===== src/rtl/alu_pkg.sv =====
// Shared ALU definitions: opcode constants, flag bit positions and the
// packed result-buffer entry layout.
package alu_pkg;

  // ALU operation codes carried alongside each result
  localparam logic [3:0] OP_ADD = 4'd0;
  localparam logic [3:0] OP_SUB = 4'd1;
  localparam logic [3:0] OP_AND = 4'd2;
  localparam logic [3:0] OP_OR  = 4'd3;
  localparam logic [3:0] OP_XOR = 4'd4;
  localparam logic [3:0] OP_NOT = 4'd5;
  localparam logic [3:0] OP_SHL = 4'd6;
  localparam logic [3:0] OP_SHR = 4'd7;
  localparam logic [3:0] OP_EQ  = 4'd8;
  localparam logic [3:0] OP_GT  = 4'd9;

  // Flag bit indices within the 3-bit {N,C,Z} vector
  localparam int FLAG_Z = 0;
  localparam int FLAG_C = 1;
  localparam int FLAG_N = 2;

  localparam int RES_W  = 16;
  localparam int SEL_W  = 4;
  localparam int FLAG_W = 3;

  // One buffered ALU result
  typedef struct packed {
    logic [RES_W-1:0]  result;
    logic [SEL_W-1:0]  sel;
    logic [FLAG_W-1:0] flags;
  } alu_entry_t;

  localparam int ENTRY_W = $bits(alu_entry_t);

endpackage


===== src/rtl/alu_res_fifo.sv =====
// Storage array with wrap-around read/write pointers and an occupancy
// counter. The head read is masked to zero while empty so stale array
// contents never leak out; the array itself is intentionally not reset.
module alu_res_fifo
  import alu_pkg::*;
#(
  parameter int DEPTH = 4,
  parameter int AW    = $clog2(DEPTH),
  parameter int CW    = $clog2(DEPTH) + 1
) (
  input  logic          clk,
  input  logic          rst,
  input  logic          push,
  input  logic          pop,
  input  alu_entry_t    wr_data,
  output alu_entry_t    rd_data,
  output logic [CW-1:0] count,
  output logic          full,
  output logic          empty
);

  localparam logic [CW-1:0] FULL_CNT = CW'(DEPTH);

  alu_entry_t          mem [DEPTH];
  logic [AW-1:0]       wr_ptr_q, wr_ptr_d;
  logic [AW-1:0]       rd_ptr_q, rd_ptr_d;
  logic [CW-1:0]       count_q,  count_d;
  logic                push_ok, pop_ok;

  // Qualify requests against current occupancy so callers cannot corrupt state
  always_comb begin
    full    = (count_q == FULL_CNT);
    empty   = (count_q == '0);
    push_ok = push && !full;
    pop_ok  = pop && !empty;
  end

  // Next pointer / count; power-of-two depth makes natural overflow the wrap
  always_comb begin
    wr_ptr_d = wr_ptr_q;
    rd_ptr_d = rd_ptr_q;
    count_d  = count_q;
    if (push_ok) wr_ptr_d = wr_ptr_q + AW'(1);
    if (pop_ok)  rd_ptr_d = rd_ptr_q + AW'(1);
    case ({push_ok, pop_ok})
      2'b10:   count_d = count_q + CW'(1);
      2'b01:   count_d = count_q - CW'(1);
      default: count_d = count_q;
    endcase
  end

  // Pointer and count state, cleared asynchronously
  always_ff @(posedge clk or posedge rst) begin
    if (rst) begin
      wr_ptr_q <= '0;
      rd_ptr_q <= '0;
      count_q  <= '0;
    end else begin
      wr_ptr_q <= wr_ptr_d;
      rd_ptr_q <= rd_ptr_d;
      count_q  <= count_d;
    end
  end

  // Entry storage, written only on an accepted push
  always_ff @(posedge clk) begin
    if (push_ok) mem[wr_ptr_q] <= wr_data;
  end

  // Head entry, forced to zero while nothing is stored
  always_comb begin
    rd_data = '0;
    if (!empty) rd_data = mem[rd_ptr_q];
  end

  assign count = count_q;

endmodule


===== src/rtl/alu_result_buffer.sv =====
// ALU result buffer: valid/ready FIFO of {result, sel, flags} entries with
// an optional sticky OR of the flags of every accepted entry.
// Optional feature macro: ALU_RESULT_BUFFER_STICKY_EN (sticky flag register).
// Without it sticky_flags reads 3'b000 and sticky_clr has no effect.
module alu_result_buffer
  import alu_pkg::*;
#(
  parameter int DEPTH = 4
) (
  input  logic                     clk,
  input  logic                     rst,
  input  logic                     in_valid,
  output logic                     in_ready,
  input  logic [15:0]              in_result,
  input  logic [3:0]               in_sel,
  input  logic [2:0]               in_flags,
  output logic                     out_valid,
  input  logic                     out_ready,
  output logic [15:0]              out_result,
  output logic [3:0]               out_sel,
  output logic [2:0]               out_flags,
  output logic [$clog2(DEPTH):0]   count,
  input  logic                     sticky_clr,
  output logic [2:0]               sticky_flags
);

  localparam int CW = $clog2(DEPTH) + 1;

  alu_entry_t    wr_entry;
  alu_entry_t    rd_entry;
  logic          fifo_full, fifo_empty;
  logic          push, pop;
  logic [CW-1:0] fifo_count;

  // Handshakes depend only on registered occupancy, never on out_ready
  always_comb begin
    in_ready  = !fifo_full;
    out_valid = !fifo_empty;
    push      = in_valid && in_ready;
    pop       = out_valid && out_ready;
  end

  // Pack incoming fields and unpack the head entry
  always_comb begin
    wr_entry.result = in_result;
    wr_entry.sel    = in_sel;
    wr_entry.flags  = in_flags;
    out_result      = rd_entry.result;
    out_sel         = rd_entry.sel;
    out_flags       = rd_entry.flags;
    count           = fifo_count;
  end

  alu_res_fifo #(
    .DEPTH (DEPTH)
  ) u_fifo (
    .clk     (clk),
    .rst     (rst),
    .push    (push),
    .pop     (pop),
    .wr_data (wr_entry),
    .rd_data (rd_entry),
    .count   (fifo_count),
    .full    (fifo_full),
    .empty   (fifo_empty)
  );

`ifdef ALU_RESULT_BUFFER_STICKY_EN
  logic [2:0] sticky_q, sticky_d;

  // Clear takes priority, then the pushed flags accumulate on top
  always_comb begin
    sticky_d = sticky_q;
    if (sticky_clr) sticky_d = '0;
    if (push)       sticky_d = sticky_d | in_flags;
  end

  // Sticky flag register
  always_ff @(posedge clk or posedge rst) begin
    if (rst) sticky_q <= '0;
    else     sticky_q <= sticky_d;
  end

  assign sticky_flags = sticky_q;
`else
  logic unused_sticky_clr;
  assign unused_sticky_clr = sticky_clr;
  assign sticky_flags      = 3'b000;
`endif

endmodule


===== config.mk =====
export PLATFORM = sky130hd
export DESIGN_NAME = alu_result_buffer
export DESIGN_NICKNAME = d
export VERILOG_FILES = /design/src/rtl/alu_pkg.sv /design/src/rtl/alu_res_fifo.sv /design/src/rtl/alu_result_buffer.sv
export SDC_FILE = /design/constraint.sdc
export NUM_CORES = 1
export LEC_CHECK = 0
export CAP_MARGIN = 15
export CORE_ASPECT_RATIO = 0.6
export CORE_UTILIZATION = 50
export CTS_CLUSTER_DIAMETER = 100
export DETAILED_ROUTE_END_ITERATION = 7
export PLACE_DENSITY = 0.76
export SYNTH_ARGS = -nofsm -noshare
export SYNTH_HDL_FRONTEND = slang
export SYNTH_HIERARCHICAL = 1
export SYNTH_SLANG_ARGS = --single-unit

===== constraint.sdc =====
create_clock -name clk -period 5.99 [get_ports clk]
set_clock_uncertainty 0.1 [all_clocks]
set_input_delay 0.8985 -clock clk [delete_from_list [all_inputs] [get_ports clk]]
set_output_delay 0.8985 -clock clk [all_outputs]
set_load 0.02 [all_outputs]

**After elaboration in Yosys (flattened, before gate mapping)**

Memory sizes are Yosys's and may differ from the RTL's.
Index checks and enable logic that the tools add are counted.

- Register bits: 7
- Memory bits (writable): 92
- Output and inout port bits: 31
- Word-level logic and storage cells: 23
- Memories kept: 1

- $add $sub $neg: 4
- Equality and inequality tests: 3
- Mux-type cells: 4
- Reduce and logical (&&, ||, !) cells: 8

Memories:

| name | depth | width | rd ports | clocked after memory_dff | write ports | line | source |
|---|---|---|---|---|---|---|---|
| u_fifo.mem | 4 | 23 | 1 | 0 | 1 | alu_res_fifo.sv:24 | `alu_entry_t mem [DEPTH];` |

Operators by type and width:

| cell | count |
|---|---|
| 23-bit two-way mux | 1 |
| 3-bit case mux with 2 select lines | 1 |
| 2-bit by 1-bit adder with 2-bit output (second input constant) | 2 |
| 1-bit logical AND | 4 |
| 3-bit by 1-bit adder with 3-bit output (second input constant) | 1 |
| 3-bit == test (second input constant) | 1 |
| 3-bit logical NOT | 1 |
| 3-bit by 1-bit subtractor with 3-bit output (second input constant) | 1 |
| 2-bit by 1-bit == test with 1-bit output (second input constant) | 1 |
| 2-bit == test (second input constant) | 1 |
| 1-bit logical NOT | 2 |
| 1-bit two-way mux | 2 |
| 2-bit nonzero test | 1 |

**Depth between registers and ports, before layout**

Gate-level depths: netlist (run 1).

- Depth after elaboration: 6
- Depth in mapped cells: 10

**Hierarchy**

The synthesis (run 1) kept the hierarchy.

By module, submodules not included:

| module | times used | cells an instance | area an instance (um2) |
|---|---|---|---|
| alu_res_fifo | 1 | 185 | 4001.3 |
| alu_result_buffer | 1 | 8 | 46.3 |

**Worst setup path after synthesis (run 1)**

Ideal clock, no wire load.

- Path type: reg-to-reg
- Start point: register u_fifo.count_q[0], in the netlist u_fifo/count[0]
- End point: register u_fifo.count_q[2], in the netlist u_fifo/count[2]
- Data arrival time: 2.207 ns
- Required time: 5.757 ns
- Slack: 3.550 ns
- Stages on the path, launching flop included: 11
- Clock period less this slack: 2.440 ns
- Cells stage by stage: dfrtp_1 > nor3_2 > buf_4 > nor2b_1 > nor2b_1 > ha_1 > inv_1 > fa_1 > xor2_1 > nor2_1 > xor2_1

- Longest elaborated chain between the ends: 6
- Elaborated cells on any way between the ends: 14

Ends and longest elaborated chain:

| what | line | source |
|---|---|---|
| start: declaration | alu_res_fifo.sv:27 | `logic [CW-1:0] count_q, count_d;` |
| start signal: assignment | alu_res_fifo.sv:61 | `count_q <= count_d;` |
| 3-bit logical NOT * | alu_res_fifo.sv:33 | `empty = (count_q == '0);` |
| via fifo_empty | alu_result_buffer.sv:31 | `logic fifo_full, fifo_empty;` |
| 1-bit logical NOT * | alu_result_buffer.sv:38 | `out_valid = !fifo_empty;` |
| 1-bit logical AND * | alu_result_buffer.sv:40 | `pop = out_valid && out_ready;` |
| via pop | alu_result_buffer.sv:32 | `logic push, pop;` |
| 1-bit logical AND * | alu_res_fifo.sv:35 | `pop_ok = pop && !empty;` |
| via u_fifo.pop_ok | alu_res_fifo.sv:28 | `logic push_ok, pop_ok;` |
| 2-bit by 1-bit == test with 1-bit output or 2-bit == test (tied branches) | alu_res_fifo.sv:45 | `case ({push_ok, pop_ok})` |
| 3-bit case mux with 2 select lines or 2-bit nonzero test (tied branches) | n/a |  |

Mark *: on every way through the listed nets, which the timed path passes. The rest lies on a longest branch.
A chain may end at the register's enable or synchronous reset.

**Final worst setup path (run 1)**

- Start point: register u_fifo.rd_ptr_q[1]
- End point: output port out_flags[0]

- Longest elaborated chain between the ends: 2

Ends and longest elaborated chain:

| what | line | source |
|---|---|---|
| start: declaration | alu_res_fifo.sv:26 | `logic [AW-1:0] rd_ptr_q, rd_ptr_d;` |
| start signal: assignment | alu_res_fifo.sv:60 | `rd_ptr_q <= rd_ptr_d;` |
| memory read 4 x 23 bit | n/a |  |
| 23-bit two-way mux | alu_res_fifo.sv:73 | `if (!empty) rd_data = mem[rd_ptr_q];` |
| end: declaration | alu_result_buffer.sv:21 | `output logic [2:0] out_flags,` |

Every way passes these cells.

==> parameters.txt, run 1 <==
Parameter                              Value

Synth
  Number of instances in the synthesized netlist ... 193
  Post-Synthesis Mean Instance Area ... 20.97 um^2
  Post-synthesis instance area ... approximately 0.0040 mm^2
  Flip-flop and latch count after synthesis ... 99
  Warnings from Yosys ... 6
  Sequential area share after synthesis ... just over 70%
  Synth cell types ... 23

Placed design
  Post-DP HPWL ... around 4.0 mm
  Routability congestion estimate ... between 0.7 and 0.8
  Buffers added on ports ... 54

Die
  Full die area ... roughly 0.0085 mm^2
  FP Rows ... 24
  Initial Utilization ... between 50% and 60%
  Die Ht ... 71.70 um
  Width of the die ... about 120 um
  Top-Level Pins ... approximately 60
  Core Box Area ... around 0.0075 mm^2

Drt
  Starting DRT DRC Count ... 84
  Detailed Route WL ... around 6.4 mm
  Highest metal used ... met4
  Post-DR wirelength/cell ... 17.79 um
  Via-to-Cell Ratio ... around 5.1
  Met2 routed wirelength ... around 3.0 mm
  Via count ... about 1.9k
  Met1 layer wirelength in the final routing ... 2.965 mm
  First-pass iteration count of the detailed router ... 4
  Post-DRT Antenna Nets ... 0
  Total DRC errors in the routed layout ... 0
  DR WL met3 ... ~350 um

Critical path
  Required time of the worst setup path ... approximately 5.0 ns
  Worst Setup Start Kind ... flip-flop
  Critical Path AT ... around 2.6 ns
  Worst Path Max Fanout ... 24
  Setup CP Type ... reg2out
  CP endpoint kind ... output pin

Clock network
  Post CTS Setup Buffer Count ... 0
  CTS tree ... done
  Number of buffers added to fix hold violations after cts ... 0
  Clk slew on worst S/H paths ... 0.06 ns
  Quantity of gates resized following cts ... 0
  Worst-Skew Late Latency ... around 0.34 ns
  CTS Root Buffer Type ... clkbuf_16
  CTS H-tree depth ... 3
  TritonCTS buffer count ... 9
  Longest Clk Path Bufs ... 2
  Clock Sinks ... 99

Layout
  Antenna diode instance count ... 0
  Synthesis-to-layout area growth ... 23.15%
  Sequential cell area ... between 0.002 and 0.003 mm^2
  Highest-count cells in the layout ignoring fill and taps ... edfxtp_1 (92), clkdlybuf4s50_1 (54), mux4_2 (23)
  Multi-input gate area in the final layout ... 997.2 um^2
  Most frequent standard cell in the layout excluding fill and tap cells ... edfxtp_1
  Share of cells above drive strength 1 ... 21.32%
  Number of nets in the layout ... around 290
  Total of fill cells in the finished design ... roughly 500

Timing
  Normalized max-slew margin ... 23.81%
  Actual slew at the worst max-slew pin ... approximately 1.1 ns
  Period utilization ... around 60%
  Top achievable clock speed ... roughly 280 MHz
  Final-report setup violation count ... 0
  Fin crit period ... 3.613 ns
  Final worst hold slack ... approximately 0.46 ns
  Number of endpoints with negative hold slack in the final report ... 0
  Accumulated negative setup slack ... 0 ns
  Pins over their slew limit ... 0
  RSZ-0062 raised after global routing ... false

Pwr
  Worst ir drop on vdd ... 0.3139 mV
  Power per standard cell area ... ~540 mW/mm^2
  Leakage power ... about 1.7 nW

Global routing
  Antenna violations before repair ... 0
  Overall global routing resource usage ... roughly 17%
  Vias in the first global route ... about 1.9k
  Maximum number of pins on one net before global-route repair ... 28
  Wire length of the first global-routing pass ... roughly 10 mm
  Remaining global-route overflow ... 0

Hold path
  Class of the tightest hold or removal check ... reg2reg

Status
  Status ... finished, final reports clean

Run
  Number of max-cap violations ... 0
cells by family (layout without fill, tap and decap cells):
group | Yosys count | after routing | share of synthesized area [%]
multiplexers | 25 | 25 | 13.32
buffers and inverters | 20 | 83 | 3.122
flip-flops | 99 | 99 | 72.58
other | 1 | 3 | 0.09265
AND/OR/NAND/NOR | 36 | 36 | 7.542
adder cells (fa/ha/maj) | 6 | 6 | 2.040
XOR/XNOR | 6 | 6 | 1.298
metrics by stage:
| stage | util, % | power, mW | std cells | instance area, um^2 | setup WS [ns] |
|---|---|---|---|---|---|
| final | 66.14 | 2.692 | 362 | 4985 | 2.377 |
| after global routing | 66.14 | 2.828 | 362 | 4985 | 2.216 |
| after CTS | 66.14 | 2.729 | 362 | 4985 | 2.341 |
| after detailed placement | 62.07 | 2.133 | 347 | 4678 | 2.734 |
| after global placement | 62.07 | 2.112 | 347 | 4678 | 2.735 |
| after floorplan | - | 1.742 | 195 | 4055 | 3.550 |
critical path, stage by stage (launching register included):
cell	delay [ns]
dfrtp_1	1.10
mux4_2	0.37
nor2b_1	0.17
clkdlybuf4s50_1	0.63
synthesized netlist by cell type:
cell type,count,share of area (%)
mux2i_1,1,0.25
nor2b_2,1,0.22
xnor2_1,2,0.43
buf_2,4,0.49
buf_4,4,0.74
and2_1,4,0.62
edfxtp_1,92,68
nor3b_2,1,0.31
fa_1,1,0.49
inv_1,9,0.83
nor2_1,2,0.19
mux2_1,1,0.28
mux4_2,23,13
xor2_1,4,0.87
buf_12,1,0.49
nor3_2,1,0.25
nand2_1,1,0.093
dfrtp_1,7,4.3
nor2b_1,16,2.5
buf_6,2,0.56
ha_1,5,1.5
conb_1,1,0.093
nor2b_4,10,3.4
metal layers:
metal	vias to the layer above	global-route usage, %
met4	0	5.556
met5	-	0
met1	943	23.04
met2	53	25.82
li1	859	-
met3	7	6.847
power by group:
group | total, mW | leakage (nW) | internal (mW) | switching, mW
Clock | 0.584 | 0.150 | 0.360 | 0.224
Combinational | 1.05 | 0.662 | 0.574 | 0.477
Sequential | 1.06 | 0.921 | 0.924 | 0.133
Total | 2.69 | 1.73 | 1.86 | 0.834
flip-flops by register name (all words and copies together) (netlist names):
register         count
u_fifo/count         3
u_fifo/mem          92
u_fifo/wr_ptr_q      2
u_fifo/rd_ptr_q      2
final timing paths:
check                      depth (start not counted)                from  slack, ns                  to
min                                                1     u_fifo/count[2]       0.46     u_fifo/count[2]
max                                                3  u_fifo/rd_ptr_q[1]       2.38        out_flags[0]
min reg2reg                                        1     u_fifo/count[2]       0.46     u_fifo/count[2]
min in group asynchronous                          2                 rst       0.72     u_fifo/count[0]
max in group asynchronous                          2                 rst       4.83  u_fifo/rd_ptr_q[0]
max reg2reg                                       10     u_fifo/count[0]       3.44     u_fifo/count[2]
layout make-up:
type / instances / area share (%)
sequential: 99 / 58.96
multi-input combinational: 76 / 20.01
timing repair buffer: 59 / 11.60
clock buffer: 9 / 4.518
tap: 104 / 2.610
clock inverter: 6 / 1.632
inverter: 9 / 0.6777
Power figures use the tool's default switching activity.
==> run 2: changes to the inputs <==
Clock period 5.99 ns to 3.35 ns, I/O delays scaled along.
==> run 2 against run 1 <==
Against the previous run:
- register-to-register slack worse by 2.4 ns
- sequential cell count unchanged
- setup slack worse by 1.8 ns
- critical path depth up 1
- worst hold slack worse by 0.16 ns
- utilization up 0.81 points
- die area unchanged
- global-route usage up 0.51 points
- sequential share of layout area down 0.72 points
- clock power up 69%
- combinational power up 100%
- wire length up 0.96%
- highest routed layer unchanged
==> parameters.txt, run 2 (synthesis results as in run 1) <==
Parameter                              Value

Status
  Status ... finished, final reports clean

Clock network
  TritonCTS buffer count ... 9
  Clk slew on worst S/H paths ... 0.06 ns
  Longest Clk Path Bufs ... 2
  Post CTS Setup Buffer Count ... 0
  Worst-Skew Late Latency ... around 0.33 ns
  CTS tree ... done
  CTS Root Buffer Type ... clkbuf_16
  Clock Sinks ... approximately 100
  Quantity of gates resized following cts ... 0
  Number of buffers added to fix hold violations after cts ... 0
  CTS H-tree depth ... 3

Placed design
  Routability congestion estimate ... 0.7142
  Placed instance count ... 354
  Buffers added on ports ... 54
  Post-DP HPWL ... ~4.2 mm

Pwr
  Leakage power ... 1.771 nW
  Switching component of the power ... 1.499 mW
  Logic pwr share ... between 40 and 50%
  Power per standard cell area ... ~960 mW/mm^2
  Clk pwr share ... 20.4%
  Switching Fraction ... ~31%
  Worst ir drop on vdd ... roughly 0.45 mV
  Total design power ... 4.839 mW
  Sequential fraction of design power ... a little over a third
  Cell Int Power ... between 3 and 4 mW

Layout
  Count of non-filler cells in the finished layout ... between 300 and 400
  Number of nets in the layout ... slightly below 300
  Highest-count cells in the layout ignoring fill and taps ... edfxtp_1 (92), clkdlybuf4s50_1 (54), mux4_2 (23)
  Most frequent standard cell in the layout excluding fill and tap cells ... edfxtp_1
  Share of cells above drive strength 1 ... 23.31%
  Sequential cell area ... approximately 0.0029 mm^2
  Core Util, Final ... around 67%
  Synthesis-to-layout area growth ... 24.67%
  Antenna diode instance count ... 0
  Most flop-heavy register ... u_fifo/mem
  Total of fill cells in the finished design ... ~510
  Flip-flop count of the largest register after layout ... 92
  Multi-input gate area in the final layout ... roughly 1000 um^2

Critical path
  Worst reg-to-reg path cell count ... 9
  Critical Path AT ... about 2.2 ns
  Setup CP Type ... reg2out
  Worst Path Max Fanout ... 25
  Required time of the worst setup path ... between 2 and 3 ns
  CP endpoint kind ... output pin
  Worst Setup Start Kind ... flip-flop
  R2r setup slk ... 1.08 ns
  Reg-to-reg critical path endpoint ... u_fifo/count[2]
  Startpoint of the worst-slack reg-to-reg timing path ... u_fifo/count[0]

Timing
  Final-report setup violation count ... 0
  Number of endpoints with negative hold slack in the final report ... 0
  Pins over their slew limit ... 0
  Top achievable clock speed ... around 360 MHz
  RSZ-0062 raised after global routing ... false
  Fin crit period ... roughly 2.8 ns
  Period utilization ... 83.48%
  Accumulated negative setup slack ... 0 ns

Global routing
  Busiest layer in global routing ... met2
  Antenna violations before repair ... 0
  Met3 usage ... around 7.4%
  Global Route met1 Usage ... a little under a quarter
  Fraction of met2 tracks used by global routing ... between 20 and 30%
  Vias in the first global route ... between 2k and 2.5k
  Wire length of the first global-routing pass ... 10.68 mm
  Remaining global-route overflow ... 0
  Maximum number of pins on one net before global-route repair ... 26
  Overall global routing resource usage ... between 10% and 20%

Drt
  Post-DRT Antenna Nets ... 0
  Via-to-Cell Ratio ... about 5.1
  First-pass iteration count of the detailed router ... 4
  Starting DRT DRC Count ... between 100 and 150
  Detailed Route WL ... about 6.5 mm
  Post-DR wirelength/cell ... between 15 and 20 um
  Total DRC errors in the routed layout ... 0
  Via count ... ~1.9k

Die
  Full die area ... approximately 0.0085 mm^2
  Die Ht ... around 70 um
  FP Rows ... 24
  Core Box Area ... 0.007537 mm^2
  Initial Utilization ... a little over half
  Top-Level Pins ... 59
  Width of the die ... approximately 120 um

Hold path
  Class of the tightest hold or removal check ... in2async

Run
  Number of max-cap violations ... 0
==> run 2: cell types whose count changed in the layout (fill, tap and decap cells not counted), sizes merged <==
cell | before | now
clkbuf | 9 | 13
clkinv | 4 | 2
buf | 5 | 12
bufinv | 2 | 1
==> run 2: cell type report <==
type	count	area share [%]
Timing Repair Buffer	66	12.99
Tap cell	104	2.579
Multi-Input combinational cell	76	19.76
Clock buffer	13	4.959
Inverter	9	0.6695
Sequential cell	99	58.24
Clock inverter	3	0.7935
==> run 2: worst max path at each step <==
stage                     slack (ns)  cells after the start              end               start
after floorplan                 0.91                     10  u_fifo/count[2]     u_fifo/count[0]
after global placement          0.75                      9  u_fifo/count[2]           out_ready
after detailed placement        0.75                      9  u_fifo/count[2]           out_ready
after CTS                       0.52                      4   out_result[13]  u_fifo/rd_ptr_q[0]
after global routing            0.48                      4     out_flags[0]  u_fifo/rd_ptr_q[0]
final                           0.55                      4   out_result[13]  u_fifo/rd_ptr_q[0]
==> run 2: power by group through the flow <==
stage,clock network (mW),logic (mW),registers (mW)
6_report,0.987,2.10,1.75
5_1_grt,1.07,2.25,1.78
4_1_cts,1.02,2.14,1.75
3_5_place_dp,0,2.12,1.78
3_3_place_gp,0,2.10,1.76
2_1_floorplan,0,1.35,1.77
==> run 2: worst max-delay path, stage by stage (launching register included) <==
cell and delay [ns]:
dfrtp_2 0.37, buf_12 0.23, mux4_2 0.54, nor2b_4 0.14, clkdlybuf4s50_1 0.58
==> run 2: metrics by stage <==
step / hold slack, ns / instance area, um^2 / worst slack, ns
3_5_place_dp: 0.4559 / 4756 / 0.7481
3_3_place_gp: 0.4380 / 4756 / 0.7542
4_1_cts: 0.2969 / 5046 / 0.5249
5_1_grt: 0.3182 / 5046 / 0.4795
2_1_floorplan: 0.2059 / 4055 / 0.9102
6_report: 0.3024 / 5046 / 0.5535
==> run 2: metal layers <==
layer,share of wire (%),wire length [um]
met1,46,3000
met3,5.7,368
met5,0,0
met2,48,3114
met4,0.28,18
